File: src/rtl/lc3_ctrl_pkg.sv
// Shared encodings for the LC-3 multicycle control unit: states, opcodes,
// datapath mux selects and the bundled control-word payload.
package lc3_ctrl_pkg;

    localparam int unsigned IR_W    = 16;
    localparam int unsigned STATE_W = 4;
    localparam int unsigned REG_AW  = 3;
    localparam int unsigned SEL_W   = 2;

    typedef enum logic [STATE_W-1:0] {
        S_IDLE = 4'd0,
        S_F1   = 4'd1,
        S_F2   = 4'd2,
        S_F3   = 4'd3,
        S_DEC  = 4'd4,
        S_ALU  = 4'd5,
        S_LEA  = 4'd6,
        S_LD1  = 4'd7,
        S_LD2  = 4'd8,
        S_LD3  = 4'd9,
        S_ST1  = 4'd10,
        S_ST2  = 4'd11,
        S_ST3  = 4'd12,
        S_BR   = 4'd13,
        S_JMP  = 4'd14,
        S_HALT = 4'd15
    } state_t;

    localparam logic [3:0] OP_BR  = 4'b0000;
    localparam logic [3:0] OP_ADD = 4'b0001;
    localparam logic [3:0] OP_LD  = 4'b0010;
    localparam logic [3:0] OP_ST  = 4'b0011;
    localparam logic [3:0] OP_AND = 4'b0101;
    localparam logic [3:0] OP_NOT = 4'b1001;
    localparam logic [3:0] OP_JMP = 4'b1100;
    localparam logic [3:0] OP_LEA = 4'b1110;

    localparam logic [SEL_W-1:0] GATE_PC     = 2'd0;
    localparam logic [SEL_W-1:0] GATE_MDR    = 2'd1;
    localparam logic [SEL_W-1:0] GATE_ALU    = 2'd2;
    localparam logic [SEL_W-1:0] GATE_MARMUX = 2'd3;

    localparam logic [SEL_W-1:0] PCMUX_INC   = 2'd0;
    localparam logic [SEL_W-1:0] PCMUX_OFF9  = 2'd1;
    localparam logic [SEL_W-1:0] PCMUX_BASER = 2'd2;

    localparam logic MARMUX_OFF9 = 1'b0;
    localparam logic MARMUX_PC   = 1'b1;

    localparam logic [SEL_W-1:0] ALU_ADD   = 2'd0;
    localparam logic [SEL_W-1:0] ALU_AND   = 2'd1;
    localparam logic [SEL_W-1:0] ALU_NOT   = 2'd2;
    localparam logic [SEL_W-1:0] ALU_PASSA = 2'd3;

    typedef struct packed {
        logic              ld_pc;
        logic              ld_mar;
        logic              ld_mdr;
        logic              ld_ir;
        logic              ld_cc;
        logic              reg_we;
        logic [REG_AW-1:0] dr;
        logic [REG_AW-1:0] sr1;
        logic [REG_AW-1:0] sr2;
        logic [SEL_W-1:0]  gate_sel;
        logic [SEL_W-1:0]  pcmux_sel;
        logic              marmux_sel;
        logic [SEL_W-1:0]  alu_op;
        logic              mem_en;
        logic              mem_we;
        logic              halted;
    } ctrl_t;

    // First execute state for an opcode; anything unsupported halts.
    function automatic state_t dispatch(input logic [3:0] op);
        case (op)
            OP_ADD, OP_AND, OP_NOT: dispatch = S_ALU;
            OP_LEA:                 dispatch = S_LEA;
            OP_LD:                  dispatch = S_LD1;
            OP_ST:                  dispatch = S_ST1;
            OP_BR:                  dispatch = S_BR;
            OP_JMP:                 dispatch = S_JMP;
            default:                dispatch = S_HALT;
        endcase
    endfunction

endpackage

File: src/rtl/lc3_ctrl_fsm_decode.sv
// Moore control-word decode: maps the current state and IR onto the
// datapath load enables, bus gates, mux selects and memory strobes.
module lc3_ctrl_fsm_decode
    import lc3_ctrl_pkg::*;
(
    input  state_t          state,
    input  logic [IR_W-1:0] ir,
    input  logic            cc_n,
    input  logic            cc_z,
    input  logic            cc_p,
    output ctrl_t           ctrl
);

    logic br_taken;
    logic unused_ir_bits;

    assign br_taken       = (ir[11] & cc_n) | (ir[10] & cc_z) | (ir[9] & cc_p);
    assign unused_ir_bits = ^ir[5:3];

    always_comb begin
        ctrl = '0;
        // Register addresses are quiet while idle or halted so reset shows all zeros.
        if (state != S_IDLE && state != S_HALT) begin
            ctrl.dr  = ir[11:9];
            ctrl.sr1 = ir[8:6];
            ctrl.sr2 = ir[2:0];
        end
        case (state)
            S_F1: begin
                ctrl.ld_mar    = 1'b1;
                ctrl.gate_sel  = GATE_PC;
                ctrl.ld_pc     = 1'b1;
                ctrl.pcmux_sel = PCMUX_INC;
            end
            S_F2, S_LD2: begin
                ctrl.mem_en = 1'b1;
                ctrl.ld_mdr = 1'b1;
            end
            S_F3: begin
                ctrl.ld_ir    = 1'b1;
                ctrl.gate_sel = GATE_MDR;
            end
            S_ALU: begin
                ctrl.reg_we   = 1'b1;
                ctrl.ld_cc    = 1'b1;
                ctrl.gate_sel = GATE_ALU;
                case (ir[15:12])
                    OP_AND:  ctrl.alu_op = ALU_AND;
                    OP_NOT:  ctrl.alu_op = ALU_NOT;
                    default: ctrl.alu_op = ALU_ADD;
                endcase
            end
            S_LEA: begin
                ctrl.reg_we     = 1'b1;
                ctrl.gate_sel   = GATE_MARMUX;
                ctrl.marmux_sel = MARMUX_OFF9;
            end
            S_LD1, S_ST1: begin
                ctrl.ld_mar     = 1'b1;
                ctrl.gate_sel   = GATE_MARMUX;
                ctrl.marmux_sel = MARMUX_OFF9;
            end
            S_LD3: begin
                ctrl.reg_we   = 1'b1;
                ctrl.ld_cc    = 1'b1;
                ctrl.gate_sel = GATE_MDR;
            end
            S_ST2: begin
                // Store source register sits in the DR field of the ST encoding.
                ctrl.sr1      = ir[11:9];
                ctrl.ld_mdr   = 1'b1;
                ctrl.alu_op   = ALU_PASSA;
                ctrl.gate_sel = GATE_ALU;
            end
            S_ST3: begin
                ctrl.mem_en = 1'b1;
                ctrl.mem_we = 1'b1;
            end
            S_BR: begin
                if (br_taken) begin
                    ctrl.ld_pc     = 1'b1;
                    ctrl.pcmux_sel = PCMUX_OFF9;
                end
            end
            S_JMP: begin
                ctrl.ld_pc     = 1'b1;
                ctrl.pcmux_sel = PCMUX_BASER;
            end
            S_HALT: ctrl.halted = 1'b1;
            default: ;
        endcase
    end

endmodule

File: src/rtl/lc3_ctrl_fsm.sv
// LC-3 multicycle control unit: owns the fetch/decode/execute state
// sequence; the control word is decoded from state and IR by a sub-block.
module lc3_ctrl_fsm
    import lc3_ctrl_pkg::*;
(
    input  logic               clk,
    input  logic               rst,
    input  logic               run,
    input  logic [IR_W-1:0]    ir,
    input  logic               cc_n,
    input  logic               cc_z,
    input  logic               cc_p,
    input  logic               mem_ready,
    output logic               ld_pc,
    output logic               ld_mar,
    output logic               ld_mdr,
    output logic               ld_ir,
    output logic               ld_cc,
    output logic               reg_we,
    output logic [REG_AW-1:0]  dr,
    output logic [REG_AW-1:0]  sr1,
    output logic [REG_AW-1:0]  sr2,
    output logic [SEL_W-1:0]   gate_sel,
    output logic [SEL_W-1:0]   pcmux_sel,
    output logic               marmux_sel,
    output logic [SEL_W-1:0]   alu_op,
    output logic               mem_en,
    output logic               mem_we,
    output logic               halted,
    output logic [STATE_W-1:0] state
);

    state_t state_q;
    state_t state_d;
    state_t state_done;
    ctrl_t  ctrl;

    always_ff @(posedge clk or negedge rst) begin
        if (!rst) state_q <= S_IDLE;
        else      state_q <= state_d;
    end

    // Where every instruction goes after its last state.
    assign state_done = run ? S_F1 : S_IDLE;

    always_comb begin
        state_d = state_q;
        case (state_q)
            S_IDLE: if (run) state_d = S_F1;
            S_F1:   state_d = S_F2;
            S_F2:   if (mem_ready) state_d = S_F3;
            S_F3:   state_d = S_DEC;
            S_DEC:  state_d = dispatch(ir[15:12]);
            S_LD1:  state_d = S_LD2;
            S_LD2:  if (mem_ready) state_d = S_LD3;
            S_ST1:  state_d = S_ST2;
            S_ST2:  state_d = S_ST3;
            S_ST3:  if (mem_ready) state_d = state_done;
            S_ALU, S_LEA, S_LD3, S_BR, S_JMP: state_d = state_done;
            S_HALT: state_d = S_HALT;
            default: state_d = S_IDLE;
        endcase
    end

    lc3_ctrl_fsm_decode u_decode (
        .state (state_q),
        .ir    (ir),
        .cc_n  (cc_n),
        .cc_z  (cc_z),
        .cc_p  (cc_p),
        .ctrl  (ctrl)
    );

    assign ld_pc      = ctrl.ld_pc;
    assign ld_mar     = ctrl.ld_mar;
    assign ld_mdr     = ctrl.ld_mdr;
    assign ld_ir      = ctrl.ld_ir;
    assign ld_cc      = ctrl.ld_cc;
    assign reg_we     = ctrl.reg_we;
    assign dr         = ctrl.dr;
    assign sr1        = ctrl.sr1;
    assign sr2        = ctrl.sr2;
    assign gate_sel   = ctrl.gate_sel;
    assign pcmux_sel  = ctrl.pcmux_sel;
    assign marmux_sel = ctrl.marmux_sel;
    assign alu_op     = ctrl.alu_op;
    assign mem_en     = ctrl.mem_en;
    assign mem_we     = ctrl.mem_we;
    assign halted     = ctrl.halted;
    assign state      = STATE_W'(state_q);

endmodule

File: config.mk
export PLATFORM = sky130hd
export DESIGN_NAME = lc3_ctrl_fsm
export DESIGN_NICKNAME = d
export VERILOG_FILES = /design/src/rtl/lc3_ctrl_pkg.sv /design/src/rtl/lc3_ctrl_fsm_decode.sv /design/src/rtl/lc3_ctrl_fsm.sv
export SDC_FILE = /design/constraint.sdc
export NUM_CORES = 1
export LEC_CHECK = 0
export CAP_MARGIN = 20
export CELL_PAD_IN_SITES_DETAIL_PLACEMENT = 0
export CELL_PAD_IN_SITES_GLOBAL_PLACEMENT = 1
export CORE_ASPECT_RATIO = 1.1
export CORE_MARGIN = 2
export CORE_UTILIZATION = 26
export CTS_BUF_LIST = sky130_fd_sc_hd__clkbuf_4 sky130_fd_sc_hd__clkbuf_8
export CTS_CLUSTER_DIAMETER = 30
export DETAILED_ROUTE_END_ITERATION = 12
export GPL_ROUTABILITY_DRIVEN = 0
export PLACE_DENSITY = 0.94
export REMOVE_ABC_BUFFERS = 1
export SYNTH_ARGS = -nofsm -noshare
export SYNTH_HDL_FRONTEND = slang
export SYNTH_HIERARCHICAL = 1
export SYNTH_SLANG_ARGS = --single-unit
File: constraint.sdc
create_clock -name clk -period 3.7 [get_ports clk]
set_clock_uncertainty 0.05 [all_clocks]
set_input_delay 0.74 -clock clk [delete_from_list [all_inputs] [get_ports clk]]
set_output_delay 0.74 -clock clk [all_outputs]
set_load 0.03 [all_outputs]
==> Word level (Yosys, flattened, before mapping) <==
Memories as Yosys holds them, arrays and structs flattened.
Cells that the tools add are included.
{ "word_totals": {"rom_bits": 64, "mem_count": 1, "register_bits": 4} }
{ "mem_list": {"columns": ["name", "words", "word_bits", "rd", "rd_ports_with_merged_regs", "write_ports", "line", "source"], "rows": [
  ["(no name shown)", 16, 4, 1, 0, 0, "lc3_ctrl_pkg.sv:76", "case (op)"]
]} }
{ "op_classes": {"mux": 23, "n_eq_ne": 22, "bitwise_logic": 5, "reduce_logical": 14} }
{ "op_table": {"columns": ["op", "count"], "rows": [
  ["4-bit case mux with 12 select lines", 1],
  ["4-bit == test, second input constant", 9],
  ["4-bit by 3-bit == test with 1-bit output, second input constant", 5],
  ["4-bit 2-to-1 mux", 4],
  ["3-bit OR reduction", 5],
  ["2-bit case mux with 2 select lines", 3],
  ["1-bit 2-to-1 mux", 11],
  ["9-bit 2-to-1 mux", 1],
  ["4-bit by 2-bit == test with 1-bit output, second input constant", 2],
  ["2-bit inequality test, second input constant", 4],
  ["2-bit OR reduction", 4],
  ["2-bit case mux with 3 select lines", 1],
  ["5-bit OR reduction", 1],
  ["4-bit by 1-bit == test with 1-bit output, second input constant", 1],
  ["4-bit logical NOT", 1],
  ["4-bit inequality test, second input constant", 1],
  ["4-bit AND reduction", 1],
  ["4-bit nonzero test", 1],
  ["1-bit bitwise AND", 3],
  ["3-bit 2-to-1 mux", 1],
  ["1-bit OR", 2],
  ["1-bit case mux with 2 select lines", 1],
  ["1-bit logical AND", 1]
]} }

==> Logic depth before layout (Yosys ltp) <==
{ "logic_depth": {"depth_word": 5, "mapped_depth": 6, "mapped_depth_nobuf": 6} }

==> Cells and area by module <==
The synthesis kept the hierarchy.
{ "modules_own_cells": {"columns": ["module", "seq_area_each_um2", "area_per_inst_um2", "instances", "cells_per_inst"], "rows": [
  ["lc3_ctrl_fsm", 100.1, 417.9, 1, 54],
  ["lc3_ctrl_fsm_decode", 0.0, 382.9, 1, 66]
]} }

==> Least setup slack after synthesis <==
OpenSTA, ideal clock, no wires.
{ "synth_timing": {"kind": "input-to-output", "start": "input ir[11]", "end": "output ld_pc", "required_ns": 2.910, "arrival_ns": 1.931, "stages": 3, "n_path_buf": 0, "path_slack_ns": 0.979, "cell_sequence": "a222oi_1 > nor3_1 > or3_1"} }
{ "synth_between": {"elab_chain_cells": 5} }
{ "synth_lines": {"columns": ["element", "line", "source"], "rows": [
  ["start: declaration", "lc3_ctrl_fsm.sv:9", "input logic [IR_W-1:0] ir,"],
  ["1-bit bitwise AND", "lc3_ctrl_fsm_decode.sv:17", "assign br_taken = (ir[11] & cc_n) | (ir[10] & cc_z) | (ir[9] & cc_p);"],
  ["1-bit OR (2 in a row)", "lc3_ctrl_fsm_decode.sv:17", null],
  ["1-bit 2-to-1 mux", "lc3_ctrl_fsm_decode.sv:80", "if (br_taken) begin"],
  ["1-bit case mux with 2 select lines", "lc3_ctrl_fsm_decode.sv:28", "case (state)"],
  ["end: declaration", "lc3_ctrl_fsm.sv:14", "output logic ld_pc,"]
]} }
No other way between the ends.

==> Worst setup path after layout <==
Same ends and word-level chain as after synthesis.

==> impl_metrics.xml <==
<?xml version="1.0" encoding="UTF-8"?>
<metrics>
  <group name="timing">
    <metric name="setup_viol" unit="">0</metric>
    <metric name="maxSlewHeadroom" unit="%">46.9</metric>
    <metric name="layout_min_cycle_time" unit="ns">3.39</metric>
    <metric name="timing_max_transition_violations_final" unit="">0</metric>
    <metric name="final.setup.tns" unit="ns">0</metric>
    <metric name="grt_setup_unrepaired" unit="">no</metric>
    <metric name="tightestPinTransition" unit="ns">0.796</metric>
    <metric name="setup_slack" unit="ns">0.314</metric>
    <metric name="fmaxAchievable" unit="GHz">0.295</metric>
    <metric name="timing_hold_violations_final" unit="">0</metric>
    <metric name="fin_crit_sh" unit="%">91.5</metric>
  </group>
  <group name="final_layout">
    <metric name="largest_register_ff_count" unit="">4</metric>
    <metric name="most_common_cell_after_layout_fill_and_taps_aside" unit="">clkdlybuf4s50_1</metric>
    <metric name="antenna-diode-count" unit="">0</metric>
    <metric name="drive_gt1_share" unit="%">5.49</metric>
    <metric name="num-nets-final" unit="">192</metric>
    <metric name="layout.cells.non_filler" unit="">198</metric>
    <metric name="commonest_cells_after_routing_fill_and_taps_aside" unit="">47 x clkdlybuf4s50_1, 13 x nor2_1, 11 x a21oi_1</metric>
    <metric name="fill_cells" unit="">315</metric>
    <metric name="area.growth.synth_to_final" unit="%">62.5</metric>
  </group>
  <group name="worst_setup_path">
    <metric name="worst-endpoint-arrival" unit="ns">2.60</metric>
    <metric name="criticalPathCategory" unit="">primary input to primary output</metric>
    <metric name="cp-end-kind" unit="">primary output</metric>
    <metric name="cp_data_required_time" unit="ns">2.91</metric>
    <metric name="crit_fanout" unit="">3</metric>
    <metric name="timing.critical_path.from_type" unit="">primary input</metric>
  </group>
  <group name="clock_tree">
    <metric name="cts_buffer_depth" unit="">2</metric>
    <metric name="post_cts.repair.setup_buffers" unit="">0</metric>
    <metric name="cts_hold_buf" unit="">0</metric>
    <metric name="worstSkewPairLatency" unit="ns">0.24</metric>
    <metric name="cts.root.buffer_cell" unit="">clkbuf_4</metric>
    <metric name="tritoncts_num_sinks" unit="">4</metric>
    <metric name="post_cts_resize_count" unit="">0</metric>
    <metric name="cts_htree_levels" unit="">1</metric>
    <metric name="cts_tree" unit="">built</metric>
    <metric name="cts_made_buffers" unit="">3</metric>
    <metric name="path_clk_slew" unit="ns">0.04</metric>
  </group>
  <group name="detailed_routing">
    <metric name="total_number_of_vias" unit="">1007</metric>
    <metric name="wirelength_per_cell" unit="µm">12.9</metric>
    <metric name="first_pass_iters" unit="">4</metric>
    <metric name="vias_per_cell" unit="">5.09</metric>
    <metric name="drt_iter0_markers" unit="">18</metric>
    <metric name="finalWirelength" unit="µm">2560</metric>
    <metric name="drt_drc_violations_left" unit="">0</metric>
    <metric name="detail-route-antenna-nets" unit="">0</metric>
  </group>
  <group name="yosys">
    <metric name="ys_types" unit="">37</metric>
    <metric name="netlist_instances" unit="">120</metric>
    <metric name="synth.cell_area" unit="µm²">801</metric>
    <metric name="synth.yosys.seq_area_share" unit="%">12.5</metric>
    <metric name="yosys-top-cells-area" unit="">dfrtp_1 13%, a21oi_1 6.9%, and2_1 6.3%, nor2_1 6.1%, buf_4 4.7%</metric>
    <metric name="synthesis.area_per_instance" unit="µm²">6.67</metric>
    <metric name="synth_async_sr_flop_share" unit="%">100</metric>
    <metric name="synthesis.yosys.warnings" unit="">6</metric>
    <metric name="synth_top_cell_area_share" unit="%">12.5</metric>
    <metric name="synthDominantAreaCellType" unit="">dfrtp_1</metric>
    <metric name="synth-seq-cells" unit="">4</metric>
    <metric name="synthFlopType" unit="">dfrtp_1</metric>
    <metric name="synth-edff-count" unit="">0</metric>
  </group>
  <group name="pwr">
    <metric name="vdd_ir_drop_max" unit="mV">0.390</metric>
    <metric name="leakagePower" unit="µW">0.000495</metric>
    <metric name="cellPowerDensity" unit="mW/mm²">793</metric>
  </group>
  <group name="grt">
    <metric name="via_count_of_the_first_global_routing_pass" unit="">978</metric>
    <metric name="gr-usage-all-layers" unit="%">14.8</metric>
    <metric name="grt_first_pass_wirelength" unit="µm">4350</metric>
    <metric name="globalRouteOverflowTotal" unit="">0</metric>
    <metric name="grt_max_degree" unit="">28</metric>
    <metric name="antenna_found_initial" unit="">0</metric>
  </group>
  <group name="status">
    <metric name="status" unit="">finished clean</metric>
  </group>
  <group name="place">
    <metric name="number_of_cells_after_detailed_placement" unit="">195</metric>
    <metric name="place_hpwl" unit="µm">1950</metric>
    <metric name="preCtsSetupSlack" unit="ns">0.296</metric>
    <metric name="port_buffers" unit="">47</metric>
  </group>
  <group name="floorplan">
    <metric name="rows" unit="">21</metric>
    <metric name="initial_core_util" unit="%">26.7</metric>
    <metric name="horizontal_die_dimension" unit="µm">56.9</metric>
    <metric name="die_area" unit="mm²">0.00354</metric>
    <metric name="dieHeight" unit="µm">62.2</metric>
    <metric name="number_of_top_level_pins" unit="">52</metric>
    <metric name="core-area" unit="mm²">0.00300</metric>
  </group>
  <group name="flow_run">
    <metric name="max_capacitance_violation_total" unit="">0</metric>
  </group>
  <group name="worst_hold_path">
    <metric name="hold_path.class" unit="">primary input to asynchronous set/reset pin</metric>
  </group>
</metrics>
## worst max-delay path, stage by stage
cell and delay [ns]:
clkdlybuf4s50_1 0.44, a222oi_1 0.37, nor3_1 0.10, or3_1 0.35, clkdlybuf4s50_1 0.59
## synth_stat cells, drive strengths merged (2+ instances only)
cell type  count
o21ai          7
nor3           5
ha             3
nand3          2
mux2i          2
and2           8
inv            5
nand4b         2
o22ai          6
nor2          13
or3            2
a21oi         12
nand2b         6
nand2          7
nor2b          6
dfrtp          4
nor3b          4
o211ai         3
buf            9
## routing by layer
metal	track usage, %	vias to the layer above	routed length (µm)
li1	-	524	-
met1	18.0	454	1130
met2	25.1	25	1310
met3	2.08	4	77
met4	6.98	0	41
met5	0	-	0
## kinds of logic (layout without fill, tap and decap cells)
group	after synthesis	after routing	synth area share, %
xor+xnor	2	2	2.19
simple gates	60	60	41.6
other cells	1	1	0.468
buf+inv	14	58	9.53
flops	4	4	12.5
mux	2	2	2.50
fa+ha+maj	3	3	4.69
compound gates	34	34	26.6
## per-stage QoR
step | power, µW | hold WS (ns) | util [%] | area, µm²
after CTS | 1030 | 0.654 | 43.4 | 1300
after detailed placement | 972 | 0.753 | 42.7 | 1280
after global placement | 960 | 0.731 | 42.7 | 1280
after floorplan | 638 | 0.394 | - | 743
final | 1030 | 0.651 | 43.4 | 1300
after global routing | 1110 | 0.676 | 43.4 | 1300
## final cells by class
cell class              count  area [µm²]  area share (%)
multi-input cells         102         624            48.0
clock buffers               3        22.5            1.73
well taps                  34        42.5            3.27
repair buffers             50         493            37.9
inverters                   5        18.8            1.44
flip-flops and latches      4         100            7.69
## power by group
part | switching, µW | leakage, µW | total (µW) | internal (µW)
Combinational | 473 | 0.000431 | 831 | 358
Sequential | 81.1 | 0.0000504 | 143 | 61.7
Clock | 21.0 | 0.0000138 | 57.5 | 36.5
## path summary, 6_finish.rpt
check	from	endpoint	slack, ns	cells after the start
max reg2reg	state[2]	state[0]	2.11	4
max in group asynchronous	rst	state[1]	2.78	1
min in group clk	state[1]	state[2]	0.75	2
min	rst	state[3]	0.65	1
max	ir[11]	ld_pc	0.31	5
min reg2reg	state[1]	state[2]	0.75	2
No activity file was read; power rests on OpenSTA's default activity.
